<file path="src/rtl/regfile_pkg.sv">
// rtl/regfile_pkg.sv - shared defaults and types for the register file slice
//
// Purpose: default geometry of the register file and the matching address and
// data types used by the decoder/writeback side at the default width.
// Ports: none (package).
package regfile_pkg;

  localparam int DEF_DATA_W = 8;
  localparam int DEF_ADDR_W = 2;
  localparam int DEF_NREG   = 1 << DEF_ADDR_W;

  typedef logic [DEF_ADDR_W-1:0] reg_addr_t;
  typedef logic [DEF_DATA_W-1:0] reg_data_t;

endpackage

</file>
<file path="src/rtl/regfile_sb_if.sv">
// rtl/regfile_sb_if.sv - read, write, reservation and clear bundle of the register file
//
// Purpose: groups every non-clock/reset signal of regfile_sb.
// Ports (master = decoder/writeback side, slave = register file):
//   rd_addr_a/b  -> read addresses        rd_data_a/b <- read data
//   rd_busy_a/b  <- addressed reg busy    clr         -> synchronous clear
//   wr_en/wr_addr/wr_data -> write port
//   rsv_en/rsv_addr -> reservation request, rsv_ok <- request accepted
//   busy_vec     <- busy bit per register
interface regfile_sb_if
  import regfile_pkg::*;
#(
  parameter int DATA_W = DEF_DATA_W,
  parameter int ADDR_W = DEF_ADDR_W
);

  localparam int NREG = 1 << ADDR_W;

  logic [ADDR_W-1:0] rd_addr_a;
  logic [ADDR_W-1:0] rd_addr_b;
  logic [DATA_W-1:0] rd_data_a;
  logic [DATA_W-1:0] rd_data_b;
  logic              rd_busy_a;
  logic              rd_busy_b;
  logic              wr_en;
  logic [ADDR_W-1:0] wr_addr;
  logic [DATA_W-1:0] wr_data;
  logic              rsv_en;
  logic [ADDR_W-1:0] rsv_addr;
  logic              rsv_ok;
  logic [NREG-1:0]   busy_vec;
  logic              clr;

  modport master (
    output rd_addr_a, rd_addr_b, wr_en, wr_addr, wr_data, rsv_en, rsv_addr, clr,
    input  rd_data_a, rd_data_b, rd_busy_a, rd_busy_b, rsv_ok, busy_vec
  );

  modport slave (
    input  rd_addr_a, rd_addr_b, wr_en, wr_addr, wr_data, rsv_en, rsv_addr, clr,
    output rd_data_a, rd_data_b, rd_busy_a, rd_busy_b, rsv_ok, busy_vec
  );

endinterface

</file>
<file path="src/rtl/regfile_scoreboard.sv">
// rtl/regfile_scoreboard.sv - busy bits, reservation accept and busy read bypass
//
// Purpose: holds one busy bit per register. A write clears the bit, an accepted
// reservation sets it (reservation wins on a same-address collision), clr
// zeroes everything.
// Ports:
//   clk, rst          clock, asynchronous active-low reset
//   clr               synchronous clear of all busy bits
//   wr_en, wr_addr    effective write (already masked for reset / zero register)
//   rsv_en, rsv_addr  reservation request
//   rd_addr_a/b       read addresses for the busy lookup
//   rsv_ok            reservation accepted this cycle
//   rd_busy_a/b       busy status seen by each read port
//   busy_vec          registered busy bits
module regfile_scoreboard #(
  parameter int ADDR_W   = 2,
  parameter int ZERO_REG = 0
) (
  input  logic                   clk,
  input  logic                   rst,
  input  logic                   clr,
  input  logic                   wr_en,
  input  logic [ADDR_W-1:0]      wr_addr,
  input  logic                   rsv_en,
  input  logic [ADDR_W-1:0]      rsv_addr,
  input  logic [ADDR_W-1:0]      rd_addr_a,
  input  logic [ADDR_W-1:0]      rd_addr_b,
  output logic                   rsv_ok,
  output logic                   rd_busy_a,
  output logic                   rd_busy_b,
  output logic [(1<<ADDR_W)-1:0] busy_vec
);

  localparam int NREG = 1 << ADDR_W;

  logic [NREG-1:0] busy_q;
  logic [NREG-1:0] busy_d;
  logic            rsv_take;

  // busy_q[0] is held at 0 with a zero register, so a request to r0 is always
  // accepted but must never set state.
  always_comb begin
    rsv_ok   = rsv_en & ~busy_q[rsv_addr];
    rsv_take = rsv_ok && !(ZERO_REG != 0 && rsv_addr == '0);
  end

  always_comb begin
    busy_d = busy_q;
    if (clr) begin
      busy_d = '0;
    end else begin
      if (wr_en)    busy_d[wr_addr]  = 1'b0;
      if (rsv_take) busy_d[rsv_addr] = 1'b1;
    end
    if (ZERO_REG != 0) busy_d[0] = 1'b0;
  end

  always_ff @(posedge clk or negedge rst) begin
    if (!rst) busy_q <= '0;
    else      busy_q <= busy_d;
  end

  // A write to the read address shows the register as free in the write cycle,
  // unless a reservation to that address is accepted in the same cycle; then the
  // pre-edge value is reported (always 0, since rsv_ok needs a free register).
  always_comb begin
    rd_busy_a = busy_q[rd_addr_a];
    if (wr_en && wr_addr == rd_addr_a)
      rd_busy_a = (rsv_ok && rsv_addr == rd_addr_a) ? busy_q[rd_addr_a] : 1'b0;
  end

  always_comb begin
    rd_busy_b = busy_q[rd_addr_b];
    if (wr_en && wr_addr == rd_addr_b)
      rd_busy_b = (rsv_ok && rsv_addr == rd_addr_b) ? busy_q[rd_addr_b] : 1'b0;
  end

  assign busy_vec = busy_q;

endmodule

</file>
<file path="src/rtl/regfile_sb.sv">
// rtl/regfile_sb.sv - register file with write-first bypass and busy scoreboard
//
// Purpose: NREG x DATA_W data array, two combinational read ports with bypass
// from the write port, optional hard-wired zero register, synchronous clear and
// per-register reservation tracking (regfile_scoreboard).
// Ports:
//   clk   clock, all state updates on the rising edge
//   rst   asynchronous active-low reset of data and busy bits
//   bus   regfile_sb_if.slave: read ports, write port, reservation, clr, busy_vec
module regfile_sb
  import regfile_pkg::*;
#(
  parameter int DATA_W   = DEF_DATA_W,
  parameter int ADDR_W   = DEF_ADDR_W,
  parameter int ZERO_REG = 0
) (
  input logic        clk,
  input logic        rst,
  regfile_sb_if.slave bus
);

  localparam int NREG = 1 << ADDR_W;

  logic [DATA_W-1:0] mem [NREG];
  logic              wr_act;

  // Writes are dropped while reset is held (including their bypass, so reads
  // stay at 0) and when they target a hard-wired zero register.
  assign wr_act = rst && bus.wr_en && !(ZERO_REG != 0 && bus.wr_addr == '0);

  always_ff @(posedge clk or negedge rst) begin
    if (!rst) begin
      for (int i = 0; i < NREG; i++) mem[i] <= '0;
    end else if (bus.clr) begin
      for (int i = 0; i < NREG; i++) mem[i] <= '0;
    end else if (wr_act) begin
      mem[bus.wr_addr] <= bus.wr_data;
    end
  end

  // Bypass is independent of clr: the value being written is still what the
  // reader sees in that cycle.
  always_comb begin
    bus.rd_data_a = mem[bus.rd_addr_a];
    if (ZERO_REG != 0 && bus.rd_addr_a == '0)    bus.rd_data_a = '0;
    else if (wr_act && bus.wr_addr == bus.rd_addr_a) bus.rd_data_a = bus.wr_data;
  end

  always_comb begin
    bus.rd_data_b = mem[bus.rd_addr_b];
    if (ZERO_REG != 0 && bus.rd_addr_b == '0)    bus.rd_data_b = '0;
    else if (wr_act && bus.wr_addr == bus.rd_addr_b) bus.rd_data_b = bus.wr_data;
  end

  regfile_scoreboard #(
    .ADDR_W   (ADDR_W),
    .ZERO_REG (ZERO_REG)
  ) u_scoreboard (
    .clk       (clk),
    .rst       (rst),
    .clr       (bus.clr),
    .wr_en     (wr_act),
    .wr_addr   (bus.wr_addr),
    .rsv_en    (bus.rsv_en),
    .rsv_addr  (bus.rsv_addr),
    .rd_addr_a (bus.rd_addr_a),
    .rd_addr_b (bus.rd_addr_b),
    .rsv_ok    (bus.rsv_ok),
    .rd_busy_a (bus.rd_busy_a),
    .rd_busy_b (bus.rd_busy_b),
    .busy_vec  (bus.busy_vec)
  );

endmodule

</file>
<file path="src/flat_wrapper.sv">
// flat-port wrapper written by rule: the top's interface ports become plain ports
module regfile_sb_flat import regfile_pkg::*;
#(
  parameter int DATA_W   = DEF_DATA_W,
  parameter int ADDR_W   = DEF_ADDR_W,
  parameter int ZERO_REG = 0
)
  (clk, rst, bus_rd_addr_a, bus_rd_addr_b, bus_wr_en, bus_wr_addr, bus_wr_data, bus_rsv_en, bus_rsv_addr, bus_clr, bus_rd_data_a, bus_rd_data_b, bus_rd_busy_a, bus_rd_busy_b, bus_rsv_ok, bus_busy_vec);
  regfile_sb_if #(.DATA_W(DATA_W), .ADDR_W(ADDR_W)) bus_i ();
  input logic clk;
  input logic rst;
  input wire logic [$bits(bus_i.rd_addr_a)-1:0] bus_rd_addr_a;
  input wire logic [$bits(bus_i.rd_addr_b)-1:0] bus_rd_addr_b;
  input wire logic [$bits(bus_i.wr_en)-1:0] bus_wr_en;
  input wire logic [$bits(bus_i.wr_addr)-1:0] bus_wr_addr;
  input wire logic [$bits(bus_i.wr_data)-1:0] bus_wr_data;
  input wire logic [$bits(bus_i.rsv_en)-1:0] bus_rsv_en;
  input wire logic [$bits(bus_i.rsv_addr)-1:0] bus_rsv_addr;
  input wire logic [$bits(bus_i.clr)-1:0] bus_clr;
  output wire logic [$bits(bus_i.rd_data_a)-1:0] bus_rd_data_a;
  output wire logic [$bits(bus_i.rd_data_b)-1:0] bus_rd_data_b;
  output wire logic [$bits(bus_i.rd_busy_a)-1:0] bus_rd_busy_a;
  output wire logic [$bits(bus_i.rd_busy_b)-1:0] bus_rd_busy_b;
  output wire logic [$bits(bus_i.rsv_ok)-1:0] bus_rsv_ok;
  output wire logic [$bits(bus_i.busy_vec)-1:0] bus_busy_vec;
  assign bus_i.rd_addr_a = bus_rd_addr_a;
  assign bus_i.rd_addr_b = bus_rd_addr_b;
  assign bus_i.wr_en = bus_wr_en;
  assign bus_i.wr_addr = bus_wr_addr;
  assign bus_i.wr_data = bus_wr_data;
  assign bus_i.rsv_en = bus_rsv_en;
  assign bus_i.rsv_addr = bus_rsv_addr;
  assign bus_i.clr = bus_clr;
  assign bus_rd_data_a = bus_i.rd_data_a;
  assign bus_rd_data_b = bus_i.rd_data_b;
  assign bus_rd_busy_a = bus_i.rd_busy_a;
  assign bus_rd_busy_b = bus_i.rd_busy_b;
  assign bus_rsv_ok = bus_i.rsv_ok;
  assign bus_busy_vec = bus_i.busy_vec;
  regfile_sb #(.DATA_W(DATA_W), .ADDR_W(ADDR_W), .ZERO_REG(ZERO_REG)) u_core (.clk(clk), .rst(rst), .bus(bus_i));
endmodule
</file>
<file path="config.mk">
export PLATFORM = sky130hd
export DESIGN_NAME = regfile_sb_flat
export DESIGN_NICKNAME = d
export VERILOG_FILES = /design/src/rtl/regfile_pkg.sv /design/src/rtl/regfile_sb_if.sv /design/src/rtl/regfile_scoreboard.sv /design/src/rtl/regfile_sb.sv /design/src/flat_wrapper.sv
export SDC_FILE = /design/constraint.sdc
export NUM_CORES = 1
export LEC_CHECK = 0
export CELL_PAD_IN_SITES_DETAIL_PLACEMENT = 1
export CELL_PAD_IN_SITES_GLOBAL_PLACEMENT = 2
export CORE_ASPECT_RATIO = 0.7
export CORE_MARGIN = 3
export CORE_UTILIZATION = 35
export DETAILED_ROUTE_END_ITERATION = 10
export GPL_TIMING_DRIVEN = 0
export PLACE_DENSITY_LB_ADDON = 0.1
export SLEW_MARGIN = 20
export SYNTH_ARGS = -nofsm -noshare
export SYNTH_HDL_FRONTEND = slang
export SYNTH_SLANG_ARGS = --single-unit
export TNS_END_PERCENT = 10
</file>
<file path="constraint.sdc">
create_clock -name clk -period 4.7 [get_ports clk]
set_input_delay 1.41 -clock clk [delete_from_list [all_inputs] [get_ports clk]]
set_output_delay 1.41 -clock clk [all_outputs]
set_load 0.1 [all_outputs]
</file>
==> reports/qor.csv <==
stage,metric,value,unit
place,dpl ws,-1.05,ns
cts,CTS max path bufs,2,
final_layout,"commonest cells after routing, fill and taps aside","nand2_1 (67), dfrtp_1 (36), a21oi_1 (34), mux4_2 (18), clkdlybuf4s50_1 (18)",
place,I/O Buffers,38,
cts,clock sinks,36,
logic_synthesis,"Primary FF master, synth",dfrtp_1,
final_layout,FILL cells,689,
route,Met3 Wirelength,309,um
logic_synthesis,sequential-to-total area share from yosys stat,0.395,
route,drt pass-1 iters,4,
final_layout,number of antenna cells inserted,0,
flow_run,max cap viols,0,
timing,period utilization,1.02,
timing,slew margin rel.,0.353,
floorplanning,die area,7540,um^2
place,HPWL Detailed,4.83,mm
critical_path,Worst Path Required,3.29,ns
cts,CTS Buf Count,5,
logic_synthesis,Post-synth EDFFs,0,
final_layout,Final #Nets,293,
critical_path,crit-path max cell delay,0.52,ns
cts,"Reg clk slew, reported paths",0.07,ns
floorplanning,Horiz. Die Dim,102,um
logic_synthesis,compound-cell area share of the yosys netlist,0.0943,
logic_synthesis,Unique masters post-synth,27,
critical_path,Critical Path Start Type,input pin,
cts,CTS Hold Buffers Added,0,
logic_synthesis,Adder-Cell Fraction of Synth Area,0,
route,M1 WL,3.41,mm
logic_synthesis,dominant cells by area after synthesis,"dfrtp_1 (39%), mux4_2 (18%), nand2_1 (11%)",
cts,CTS tree,yes,
route,Wirelength per Cell,20.5,um
outcome,outcome,"complete, but fails checks",
cts,clock root buffer,clkbuf_8,
place,routability cong.,0.753,
route,met2 routed wirelength,3.37,mm
timing,setup TNS,-0.195,ns
logic_synthesis,Synthesis Warnings,0,
logic_synthesis,Async SR Flop Fraction,1.00,
timing,Post-Route Skew,0.0000453,ns
logic_synthesis,mux cell area share after synthesis,0.266,
power,leakage,0.00118,uW
floorplanning,io pins,44,
outcome,failing checks,setup timing,
global_routing,first-pass GRT wire length,11.3,mm
timing,Tmin final,4.80,ns
logic_synthesis,simple-gate share of the synthesized area,0.180,
route,number of DRC markers in iteration 0,59,
critical_path,CP Max Fanout,10,
route,final WL,7.15,mm
logic_synthesis,synthesized flop and latch total,36,
route,highest metal used,met4,
critical_path,Top delay family on crit path,buffers and inverters,
timing,Final Hold Viols,0,
route,Vias,1952,
global_routing,total congestion overflow,0,
critical_path,critical path class,in -> out,
floorplanning,Chip Height,73.5,um
floorplanning,CORE AREA,6010,um^2
logic_synthesis,top-area cell type share of the netlist area,0.395,
logic_synthesis,xor/xnor cell area share of the yosys netlist,0.0307,
critical_path,Critical-path top delay cell,mux4_2,
power,Pwr Density,264,nW/um^2
critical_path,crit end category,output pin,
logic_synthesis,post-synth net total,243,
route,Final ANT Viol Nets,0,
floorplanning,# rows,23,
min_path,Worst Hold Class,reg -> reg,
floorplanning,Starting Density,0.379,
timing,RSZ-0062 raised after global routing,true,
logic_synthesis,synthesized area per cell,10.3,um^2
logic_synthesis,"area leader, netlist",dfrtp_1,
cts,CTS H-Tree Depth,2,
logic_synthesis,Post-Syn Area,2280,um^2
final_layout,Post-Layout Inst Area,2910,um^2
timing,final max-slew violation count,0,
global_routing,largest net degree at the start of global routing,20,
timing,fmax,208,MHz
critical_path,"Arr. time, crit path",3.39,ns
critical_path,CP Cell Sequence,clkdlybuf4s50_1 -> buf_6 -> mux4_2 -> mux2_2 -> clkdlybuf4s15_2,
cts,Worst-Skew Late Latency,0.29,ns
final_layout,Area growth syn-to-layout,27.6,%
place,dpl cell area,2810,um^2
global_routing,initial antenna violation count,0,
global_routing,vias in the first global route,2018,
final_layout,"commonest non-fill, non-tap cell in the layout",nand2_1,
route,# DRC,0,
timing,Slew @ Worst Pin,0.968,ns
global_routing,total track usage,0.204,
critical_path,worst path bufs/invs,3,
logic_synthesis,main combinational cell family by area after synthesis,multiplexers,
logic_synthesis,synthesized instance count,222,
power,Max VDD drop,136,uV
timing,Final WS setup,-0.0991,ns
final_layout,layout cell share with drive strength beyond 1,0.311,
route,Vias/cell,5.61,
timing,# setup viols final,2,
-- final timing paths --
| kind | start | to | slack, ns | cells after the start |
|---|---|---|---|---|
| worst min register to register | u_core.mem[10] | u_core.mem[10] | 0.54 | 2 |
| max in group asynchronous | rst | u_core.u_scoreboard.busy_vec[0] | 3.28 | 2 |
| worst min-delay path | u_core.mem[10] | u_core.mem[10] | 0.54 | 2 |
| worst max register to register | u_core.u_scoreboard.busy_vec[1] | u_core.u_scoreboard.busy_vec[3] | 3.60 | 4 |
| worst max-delay path | bus_rd_addr_a[0] | bus_rd_data_a[7] | -0.1 | 5 |
| min in group asynchronous | rst | u_core.mem[10] | 1.02 | 1 |
-- per-stage QoR --
stage / util / std cells / total power [uW] / hold slack [ns]
finish: 0.484 / 348 / 769 / 0.536
global placement: 0.464 / 335 / 540 / 0.524
detailed placement: 0.468 / 336 / 544 / 0.535
floorplan: - / 222 / 476 / 0.510
CTS: 0.483 / 348 / 775 / 0.544
global route: 0.484 / 348 / 802 / 0.572
-- kinds of logic after synthesis --
kind of cell | after synthesis
xor gates and xnor gates | 8
muxes | 36
and+or+nand+nor | 88
AOI/OAI and AO/OA | 39
DFF | 36
buffers and inverters | 15
-- final cells by class --
type / instances / area, um^2 / share of cell area
repair buffers: 43 / 400 / 0.138
plain buffers: 15 / 87.6 / 0.0301
flip-flops and latches: 36 / 901 / 0.310
multi-input cells: 171 / 1340 / 0.460
well taps: 75 / 93.8 / 0.0322
clock buffers: 8 / 90.1 / 0.0310
-- worst register-to-register path, stage by stage, from the launching register on --
cell and delay, ns:
dfrtp_1 0.42, mux2_2 0.31, nor2_1 0.10, nand2_1 0.06, a21oi_1 0.13
-- state kept, by name, summed over array words and instances, names as in the netlist --
| register | count |
|---|---|
| u_core.u_scoreboard.busy_vec | 4 |
| u_core.mem | 32 |
-- synth_stat cells (4+ instances only) --
cell type / count
nand2_1: 67
dfrtp_1: 36
a21oi_1: 34
mux4_2: 18
mux2_2: 17
clkbuf_1: 7
buf_2: 5
nor2_1: 5
xnor2_1: 4
xor2_1: 4
-- where the power goes --
group | switching, uW | internal [uW] | leakage [uW]
Sequential | 6.81 | 317 | 0.000498
Clock | 113 | 120 | 0.0000455
Combinational | 146 | 66.8 | 0.000635
Total | 266 | 503 | 0.00118
-- what timing repair did --
action,in CTS,in global routing
setup endpoints to repair,19,19
buffers inserted,4,0
pin swaps,2,0
gates resized for setup,84,18
-- per-layer routing --
layer	global-route usage	vias up
li1	-	893
met1	0.294	1007
met2	0.325	43
met3	0.0304	9
met4	0.0466	0
met5	0	-
No activity file was read; power rests on OpenSTA's default activity.
